File: config.mk
export PLATFORM = sky130hd
export DESIGN_NAME = serial_sub4bit
export DESIGN_NICKNAME = d
export VERILOG_FILES = /design/src/rtl/serial_sub4bit.sv
export SDC_FILE = /design/constraint.sdc
export NUM_CORES = 1
export LEC_CHECK = 0
export CORE_MARGIN = 2
export CORE_UTILIZATION = 35
export DETAILED_ROUTE_END_ITERATION = 8
export GPL_TIMING_DRIVEN = 0
export HOLD_SLACK_MARGIN = 0.12
export SLEW_MARGIN = 20
export SYNTH_ARGS = -nofsm -noshare
export SYNTH_HDL_FRONTEND = slang
export SYNTH_SLANG_ARGS = --single-unit
File: constraint.sdc
create_clock -name clk -period 1.65 [get_ports clk]
set_input_delay 0.2475 -clock clk [delete_from_list [all_inputs] [get_ports clk]]
set_output_delay 0.2475 -clock clk [all_outputs]
set_load 0.02 [all_outputs]
File: src/rtl/serial_sub4bit.sv
// -----------------------------------------------------------------------------
// serial_sub4bit
//
// Bit-serial subtractor: computes in1 - in2 - bin one bit per clock, LSB first,
// using a single 1-bit full-subtractor cell and a borrow flip-flop.
//
// Parameters
//   WIDTH   operand / result width in bits (>= 2)
//
// Ports
//   clk     clock, all state updates on the rising edge
//   rst_n   asynchronous active-low reset
//   start   request; only looked at while idle
//   in1     minuend, captured when a start is accepted
//   in2     subtrahend, captured when a start is accepted
//   bin     borrow-in, captured when a start is accepted
//   busy    high while an operation is running or completing (RUN/DONE)
//   done    one-cycle pulse, out/borrow hold the new result
//   out     difference, (in1 - in2 - bin) mod 2^WIDTH
//   borrow  borrow-out, 1 when in1 < in2 + bin (unsigned)
//
// Timing: a start sampled at edge T0 gives RUN for WIDTH cycles and done=1 in
// the cycle after edge T0+WIDTH. The next start can be accepted in the IDLE
// cycle that follows DONE. Starts seen in RUN or DONE are dropped.
// -----------------------------------------------------------------------------
module serial_sub4bit #(
    parameter int WIDTH = 4
) (
    input  logic             clk,
    input  logic             rst_n,
    input  logic             start,
    input  logic [WIDTH-1:0] in1,
    input  logic [WIDTH-1:0] in2,
    input  logic             bin,
    output logic             busy,
    output logic             done,
    output logic [WIDTH-1:0] out,
    output logic             borrow
);

    localparam int CW = $clog2(WIDTH);
    localparam logic [CW-1:0] LAST_BIT = CW'(WIDTH - 1);

    typedef enum logic [1:0] {
        IDLE = 2'd0,
        RUN  = 2'd1,
        DONE = 2'd2
    } state_t;

    state_t           state_q, state_d;
    logic [CW-1:0]    cnt_q, cnt_d;
    logic [WIDTH-1:0] a_q, a_d;       // minuend shift register
    logic [WIDTH-1:0] b_q, b_d;       // subtrahend shift register
    logic [WIDTH-1:0] res_q, res_d;   // partial difference, filled from the MSB end
    logic             br_q, br_d;     // running borrow
    logic [WIDTH-1:0] out_q, out_d;
    logic             borrow_q, borrow_d;
    logic             busy_q, busy_d;
    logic             done_q, done_d;

    // Full-subtractor cell on the current LSBs.
    logic a_bit, b_bit, diff_bit, br_next;

    always_comb begin
        a_bit    = a_q[0];
        b_bit    = b_q[0];
        diff_bit = a_bit ^ b_bit ^ br_q;
        br_next  = (~a_bit & b_bit) | (~(a_bit ^ b_bit) & br_q);
    end

    always_comb begin
        state_d  = state_q;
        cnt_d    = cnt_q;
        a_d      = a_q;
        b_d      = b_q;
        res_d    = res_q;
        br_d     = br_q;
        out_d    = out_q;
        borrow_d = borrow_q;

        case (state_q)
            IDLE: begin
                if (start) begin
                    a_d     = in1;
                    b_d     = in2;
                    br_d    = bin;
                    res_d   = '0;
                    cnt_d   = '0;
                    state_d = RUN;
                end
            end

            RUN: begin
                a_d   = {1'b0, a_q[WIDTH-1:1]};
                b_d   = {1'b0, b_q[WIDTH-1:1]};
                // After WIDTH shifts the first (LSB) difference bit sits at res[0].
                res_d = {diff_bit, res_q[WIDTH-1:1]};
                br_d  = br_next;
                cnt_d = cnt_q + CW'(1);
                if (cnt_q == LAST_BIT) begin
                    // Only the completed result is ever copied to the outputs.
                    out_d    = {diff_bit, res_q[WIDTH-1:1]};
                    borrow_d = br_next;
                    cnt_d    = '0;
                    state_d  = DONE;
                end
            end

            DONE: begin
                state_d = IDLE;
            end

            default: begin
                state_d = IDLE;
            end
        endcase

        // Status outputs are registered copies of the next-state decode so they
        // line up with the state they describe.
        busy_d = (state_d == RUN) || (state_d == DONE);
        done_d = (state_d == DONE);
    end

    always_ff @(posedge clk or negedge rst_n) begin
        if (!rst_n) begin
            state_q  <= IDLE;
            cnt_q    <= '0;
            a_q      <= '0;
            b_q      <= '0;
            res_q    <= '0;
            br_q     <= 1'b0;
            out_q    <= '0;
            borrow_q <= 1'b0;
            busy_q   <= 1'b0;
            done_q   <= 1'b0;
        end else begin
            state_q  <= state_d;
            cnt_q    <= cnt_d;
            a_q      <= a_d;
            b_q      <= b_d;
            res_q    <= res_d;
            br_q     <= br_d;
            out_q    <= out_d;
            borrow_q <= borrow_d;
            busy_q   <= busy_d;
            done_q   <= done_d;
        end
    end

    assign busy   = busy_q;
    assign done   = done_q;
    assign out    = out_q;
    assign borrow = borrow_q;

endmodule
==> impl.org, run 1 <==
** Cells and area
- Ant. Diodes :: 0
- Number of fillers in the final layout :: 261
- Share of cells above drive strength 1 :: 18.81%
- The finished layout holds 132 standard cells, fillers aside.
- The library cell used most frequently in the layout, excluding fill and tap cells, is sky130_fd_sc_hd__dfrtp_1.
- Syn-to-layout area delta :: 24.27%
- Number of nets in the layout :: 117
- Design area :: 1287 um^2
- The library cells used most frequently in the layout, excluding fill and tap cells, are sky130_fd_sc_hd__dfrtp_1 (23), sky130_fd_sc_hd__clkdlybuf4s50_1 (17), sky130_fd_sc_hd__inv_1 (8).

** Worst setup path
- On the critical path the largest part of the delay comes from buffers and inverters.
- The largest individual stage delay along the critical path comes from the cell sky130_fd_sc_hd__clkdlybuf4s50_1.
- Setup crit end kind :: output port
- Crit path max fanout :: 2
- WP data required :: 1.40 ns
- Worst setup path class :: register to output port
- Crit-path cells :: clkdlybuf4s50_1
- At the worst endpoint, the arrival time is 1.27 ns.
- Counting both buffers and inverters, the worst setup path holds a total of 1.
- The largest single stage delay on the critical path is 0.60 ns.
- The worst setup path is launched from a register.

** Clock network
- Clock tree synthesis inserted a total of 3 buffers.
- Clock tree synthesis found a total of 23 sinks.
- In this run the number of H-tree levels came out at 1.
- CTS tree :: yes
- Clock latency reported for the late side of the worst-skew pair :: 0.31 ns
- The clock passes through at most 2 buffers.
- Cell at the root of the clock tree :: sky130_fd_sc_hd__clkbuf_4
- Post CTS Setup Buffer Count :: 0
- After clock tree synthesis, the clock-pin slew on the worst setup and hold paths is 0.13 ns.

** Routing
- Antenna violation net count after detailed routing :: 0
- In the routed design, unresolved DRC markers number 0.
- The first detailed-routing pass ran for 5 iterations.
- Post-detailed-route via-to-cell ratio :: 5.341
- After detailed routing, the average wire length per cell comes to 13.61 um.
- The final route contains 705 vias.
- After the first detailed-routing iteration, the DRC count stood at 19.
- Detailed-route wire length :: 1796 um

** Pwr
- Clock power frac :: 11.0%
- Net switching fraction of the power :: 35.26%
- Per report_power, the sequential group accounts for 40.7% of the total.
- Maximum resistive drop on vdd :: 827.8 uV
- Internal power :: 1503 uW
- Net Sw Power :: 818.3 uW
- For this design the ratio of total power to cell area is 1803 nW/um^2.
- The analysis attributes to cell leakage a power of 0.0005854 uW.
- Per report_power, the combinational group accounts for 48.3% of the total.

** Min path
- The min-delay analysis places its worst path in the category primary input to async pin.

** GRT
- Wire length of the first global-routing pass :: 3070 um
- Overall Global Routing Usage :: 11.85%
- The number of global-route vias before repair was 677.
- Entering global routing, the biggest net connects 24 pins.
- Number of antenna violations at the first check in global routing :: 0
- Total grt overflow :: 0

** STA
- Setup violations remaining at the end of the flow were counted as 0.
- Static timing analysis puts the maximum clock frequency at 658.0 MHz.
- The routed design could run at a clock period as short as 1.520 ns.
- At the pin with the least slew margin, the transition time is 0.5054 ns.
- The clock arrives with 0.006690 ns of skew.
- Setup repair after global routing left no endpoint under its margin.
- Period Utilization, post-route :: 92.10%
- The number of hold violations in the final report was 0.
- Pins over their slew limit :: 0
- In this run the tightest slew margin relative to its limit is 66.31%.
- For the final routed database, the setup TNS stands at 0 ns.

** Floorplan
- The initialized floorplan defines 19 standard-cell rows.
- 19 I/O pins were placed.
- Die Outline Area :: 3411 um^2
- Once the floorplan was initialized, standard cells occupied 37.25% of the core.
- Die height :: 58.41 um
- Width of the die :: 58.41 um
- The total area inside the core boundary comes to 2781 um^2.

** Placed design
- The HPWL after detailed placement is 1302 um.
- Global placer's final weighted congestion :: 0.7357
- DP Cell Count :: 127
- Number of I/O port buffers :: 18
- Dpl cell area :: 1255 um^2

** Yosys
- Sequential-to-total area share from yosys stat :: 55.56%
- Counting flops and latches in the post-synthesis netlist gives 23.
- Yosys cell types :: 26
- Synthesis produced a netlist with a net count of 93.
- The cell count after synthesis came out at 78.
- In this run the mean area of a mapped cell was 13.28 um^2.
- Yosys Warn Count :: 0
- After synthesis the cells add up to 1036 um^2.

** Run status
- Run status :: finished, final reports clean

** Flow run
- Across the run, the number of max-cap violations was 0.
## stage by stage
stage                     hold slack (ns)  worst slack (ns)  utilization [%]  power [uW]
after floorplan                  -0.04809            0.3510                -        1748
after global placement             0.4733           0.01302            45.12        2065
after detailed placement           0.4779           0.01410            45.12        2101
after CTS                          0.5081            0.1082            46.11        2357
after global routing               0.4576           0.05573            46.29        2538
final                              0.4287            0.1303            46.29        2321
## synthesized netlist by cell type
master / count / area [um^2]
sky130_fd_sc_hd__dfrtp_1: 23 / 575.6
sky130_fd_sc_hd__inv_1: 8 / 30.03
sky130_fd_sc_hd__a22o_1: 5 / 43.79
sky130_fd_sc_hd__a221oi_1: 4 / 35.03
sky130_fd_sc_hd__mux2_2: 4 / 45.04
sky130_fd_sc_hd__nor4b_1: 4 / 35.03
sky130_fd_sc_hd__buf_2: 3 / 15.01
sky130_fd_sc_hd__nand2_1: 3 / 11.26
sky130_fd_sc_hd__o221a_2: 3 / 33.78
sky130_fd_sc_hd__or4b_1: 3 / 30.03
sky130_fd_sc_hd__buf_6: 2 / 22.52
sky130_fd_sc_hd__ha_1: 2 / 25.02
sky130_fd_sc_hd__a211o_1: 1 / 8.760
sky130_fd_sc_hd__a21oi_1: 1 / 5.000
sky130_fd_sc_hd__fa_1: 1 / 20.02
sky130_fd_sc_hd__mux2i_1: 1 / 10.01
sky130_fd_sc_hd__nand2b_1: 1 / 6.260
sky130_fd_sc_hd__nand3b_1: 1 / 7.510
sky130_fd_sc_hd__nand4bb_1: 1 / 11.26
sky130_fd_sc_hd__nor2_1: 1 / 3.750
sky130_fd_sc_hd__nor2b_1: 1 / 6.260
sky130_fd_sc_hd__nor3b_1: 1 / 7.510
sky130_fd_sc_hd__nor4bb_1: 1 / 10.01
sky130_fd_sc_hd__o21ba_2: 1 / 10.01
sky130_fd_sc_hd__o21bai_4: 1 / 18.77
sky130_fd_sc_hd__o311ai_1: 1 / 8.760
## path summary, 6_finish.rpt
check	from	endpoint	slack (ns)	cells after the start
worst max-delay path	borrow	borrow	0.13	1
worst max register to register	cnt_q[0]	busy	0.17	5
worst min-delay path	rst_n	cnt_q[1]	0.43	2
min in group clk	b_q[3]	b_q[3]	0.51	2
worst min register to register	b_q[3]	b_q[3]	0.51	2
max in group asynchronous	rst_n	done	0.88	2
## what timing repair did
item	in CTS	in global routing
resized for setup	0	0
hold buffers	0	1
hold endpoints to repair	0	23
## state kept, by name (all words and copies together) (netlist names)
| signal | count |
|---|---|
| a_q | 4 |
| b_q | 4 |
| out | 4 |
| res_q | 3 |
| cnt_q | 2 |
| state_q | 2 |
| borrow | 1 |
| br_q | 1 |
| busy | 1 |
| done | 1 |
## cells by family after synthesis
kind of cell	synth area share, %
DFF	55.56
and+or+nand+nor	12.44
AOI/OAI and AO/OA	15.82
muxes	5.314
adders and majority gates	4.348
buffers and inverters	6.521
## cell type report
type                       instances  area (um^2)  area share (%)
inverter                           8        30.03           2.332
sequential                        23        575.6           44.70
clock buffer                       3        22.52           1.749
timing repair buffer              19        185.2           14.38
buffer                             5        37.54           2.915
tap                               31        38.79           3.013
clock inverter                     1        5.005          0.3887
multi-input combinational         42        392.9           30.52
## power by group through the flow
stage	Sequential, uW	Combinational [uW]	Clock (uW)
3_3_place_gp	952	1110	0
4_1_cts	946	1150	266
2_1_floorplan	1020	730	0
3_5_place_dp	953	1150	0
6_report	945	1120	256
5_1_grt	982	1260	295
## metal layers
layer	global-route usage, %	share of wire [%]	vias up
met1	16.55	48	348
met5	0	0	-
li1	-	-	338
met3	2.637	5.1	2
met4	4.983	0.95	0
met2	17.82	46	17
Power figures use the tool's default switching activity.
==> run 2: changes to the inputs <==
--- a/config.mk
+++ b/config.mk
@@ -9,5 +9,4 @@
 export CORE_UTILIZATION = 35
 export DETAILED_ROUTE_END_ITERATION = 8
-export GPL_TIMING_DRIVEN = 0
 export HOLD_SLACK_MARGIN = 0.12
 export SLEW_MARGIN = 20
==> constraint.sdc (replaced) <==
create_clock -name clk -period 1.65 [get_ports clk]
set_input_delay 0.2475 -clock clk [delete_from_list [all_inputs] [get_ports clk]]
set_output_delay 0.2475 -clock clk [all_outputs]
set_load 0.05 [all_outputs]
==> impl.org, run 2 (synthesized netlist as in run 1, its figures left out) <==
** Run status
- The run finished with clean final reports.

** Cells and area
- Leaving out fill and tap cells, the most frequent cell in the layout is sky130_fd_sc_hd__dfrtp_1.
- Measured on the finished design, the core utilization comes to 45.43%.
- Share of cells above drive strength 1 :: 24.00%
- Summing all non-filler instances in the final layout gives an area of 1264 um^2.
- In the final design database the tool counted 116 nets.
- The library cells used most frequently in the layout, excluding fill and tap cells, are sky130_fd_sc_hd__dfrtp_1 (23), sky130_fd_sc_hd__buf_4 (12), sky130_fd_sc_hd__clkdlybuf4s50_1 (11).
- 0 antenna diodes ended up in the layout.
- From synthesis to final layout, the design area changed by 21.98%.

** Placed design
- Dpl cell area :: 1237 um^2
- Once detailed placement completed, the half-perimeter wirelength came to 1273 um.
- Worst slack at placement :: 0.1731 ns
- Input and output buffers added on the ports amount to 18.
- Global placer's final weighted congestion :: 0.7405

** STA
- Setup violations remaining at the end of the flow were counted as 0.
- The clock arrives with 0.0008337 ns of skew.
- Setup repair after global routing left no endpoint under its margin.
- The worst pin sits at a relative slew slack of 59.45%.
- For the pin with the worst max-slew slack, the measured transition is 0.6070 ns.
- Post-route worst setup slack :: 0.2038 ns
- Count of final hold-check violations :: 0
- Final worst path period need :: 1.446 ns
- Summed over all failing endpoints, the final setup total negative slack is 0 ns.
- Hold slack :: 0.2744 ns
- Period Utilization, post-route :: 87.65%
- The number of pins with negative max-slew slack in the final report came to 0.
- Maximum achievable frequency :: 691.4 MHz

** GRT
- Overall Global Routing Usage :: 12.17%
- The first global-routing pass estimated 3139 um of wire.
- Total grt overflow :: 0
- Entering global routing, the biggest net connects 24 pins.
- Via count of the first global-routing pass :: 701
- Number of antenna violations at the first check in global routing :: 0

** Clock network
- Counting every sink on the clock net gives 23.
- Quantity of hold-fixing buffers added after cts :: 0
- Clock latency reported for the late side of the worst-skew pair :: 0.30 ns
- H-tree depth :: 1
- Buffers inserted during clock tree synthesis total 3.
- After clock tree synthesis, the repair step resized 0 gates.
- Number of buffers on the longest clock path :: 2
- Once the clock tree was built, the setup fixing pass inserted 0 buffers.
- Cell at the root of the clock tree :: sky130_fd_sc_hd__clkbuf_4
- Reg clk slew, reported paths :: 0.12 ns
- CTS tree :: yes

** Worst setup path
- The worst setup path is launched from a register.
- The signal on the critical path passes through nor2b_1, a221oi_1.
- At the worst endpoint, the required time is 1.82 ns.
- Among all stages on the critical path, the largest delay is contributed by sky130_fd_sc_hd__dfrtp_1.
- Delay of the slowest cell on the worst path :: 0.56 ns
- On the critical path the largest part of the delay comes from flip-flops.
- STA classifies the critical path endpoint as a register.
- Number of buffers and inverters on the critical path :: 0
- Of all nets on the critical path, the largest fanout is 12.
- At the worst endpoint, the arrival time is 1.61 ns.
- The critical path is of the register to register type.

** Routing
- Number of optimization iterations in the first detailed-route pass :: 3
- In the final routed layout, each cell accounts on average for 13.50 um.
- After detailed routing, the number of remaining DRC violations is 0.
- Total via count after detailed routing :: 690
- Post-detailed-route via-to-cell ratio :: 5.267
- Detailed-route wire length :: 1769 um
- For this block, the initial DRC count from the detailed router was 9.
- The detail route stage leaves a number of antenna-violating nets equal to 0.

** Floorplan
- Die Outline Area :: 3411 um^2
- For this configuration, the core starts out at a cell density of 37.25%.
- The die is 58.41 um tall.
- The floorplan has 19 rows.
- In this run the horizontal extent of the chip is 58.41 um.
- The floorplan step defined a core boundary enclosing 2781 um^2.
- During I/O placement, the number of pins put on the boundary was 19.

** Flow run
- Across the run, the number of max-cap violations was 0.

** Pwr
- Power spread over the standard cell area amounts to 1919 nW/um^2.
- Across the VDD grid, the largest voltage drop is 1165 uV.
- Summed over all cells, the static leakage comes to 0.0005861 uW.

** Min path
- Worst min-delay path class :: primary input to async pin
==> run 2: cell count changes in the layout (fill, tap and decap cells not counted), sizes merged <==
cell / change
clkbuf: +1
clkdlybuf4s50: -6
clkinv: -1
dlygate4sd3: -1
buf: +6
==> run 2: cell type report <==
| class | count | area, um^2 |
|---|---|---|
| multi-input cells | 42 | 392.9 |
| repair buffers | 23 | 200.2 |
| well taps | 31 | 38.79 |
| flip-flops and latches | 23 | 575.6 |
| clock buffers | 4 | 26.28 |
| inverters | 8 | 30.03 |
| fillers | 257 | 1518 |
==> run 2: worst paths after layout <==
check | start | slack, ns | cells after the start | end
max | state_q[0] | 0.20 | 2 | b_q[1]
min | rst_n | 0.27 | 2 | a_q[3]
max reg2reg | state_q[0] | 0.20 | 2 | b_q[1]
min reg2reg | b_q[3] | 0.51 | 2 | b_q[3]
max in group asynchronous | rst_n | 1.14 | 2 | state_q[0]
min in group clk | b_q[3] | 0.51 | 2 | b_q[3]
==> run 2: metal layers <==
metal  GRT usage, %  part of all wire [%]
met1          17.72                    51
met3          2.637                   3.3
met5              0                     0
met2          17.50                    45
met4          4.983                  0.73
==> run 2: where the power goes <==
part / leakage, uW / switching [uW] / total (uW) / internal (uW)
Sequential: 0.000283 / 169 / 984 / 815
Combinational: 0.000288 / 636 / 1180 / 548
Clock: 0.0000150 / 162 / 257 / 94.1
==> run 2: stage by stage <==
| stage | power, uW | std cells |
|---|---|---|
| after floorplan | 1910 | 78 |
| after global placement | 2175 | 127 |
| after detailed placement | 2193 | 127 |
| after CTS | 2458 | 131 |
| after global routing | 2619 | 131 |
| final | 2424 | 131 |
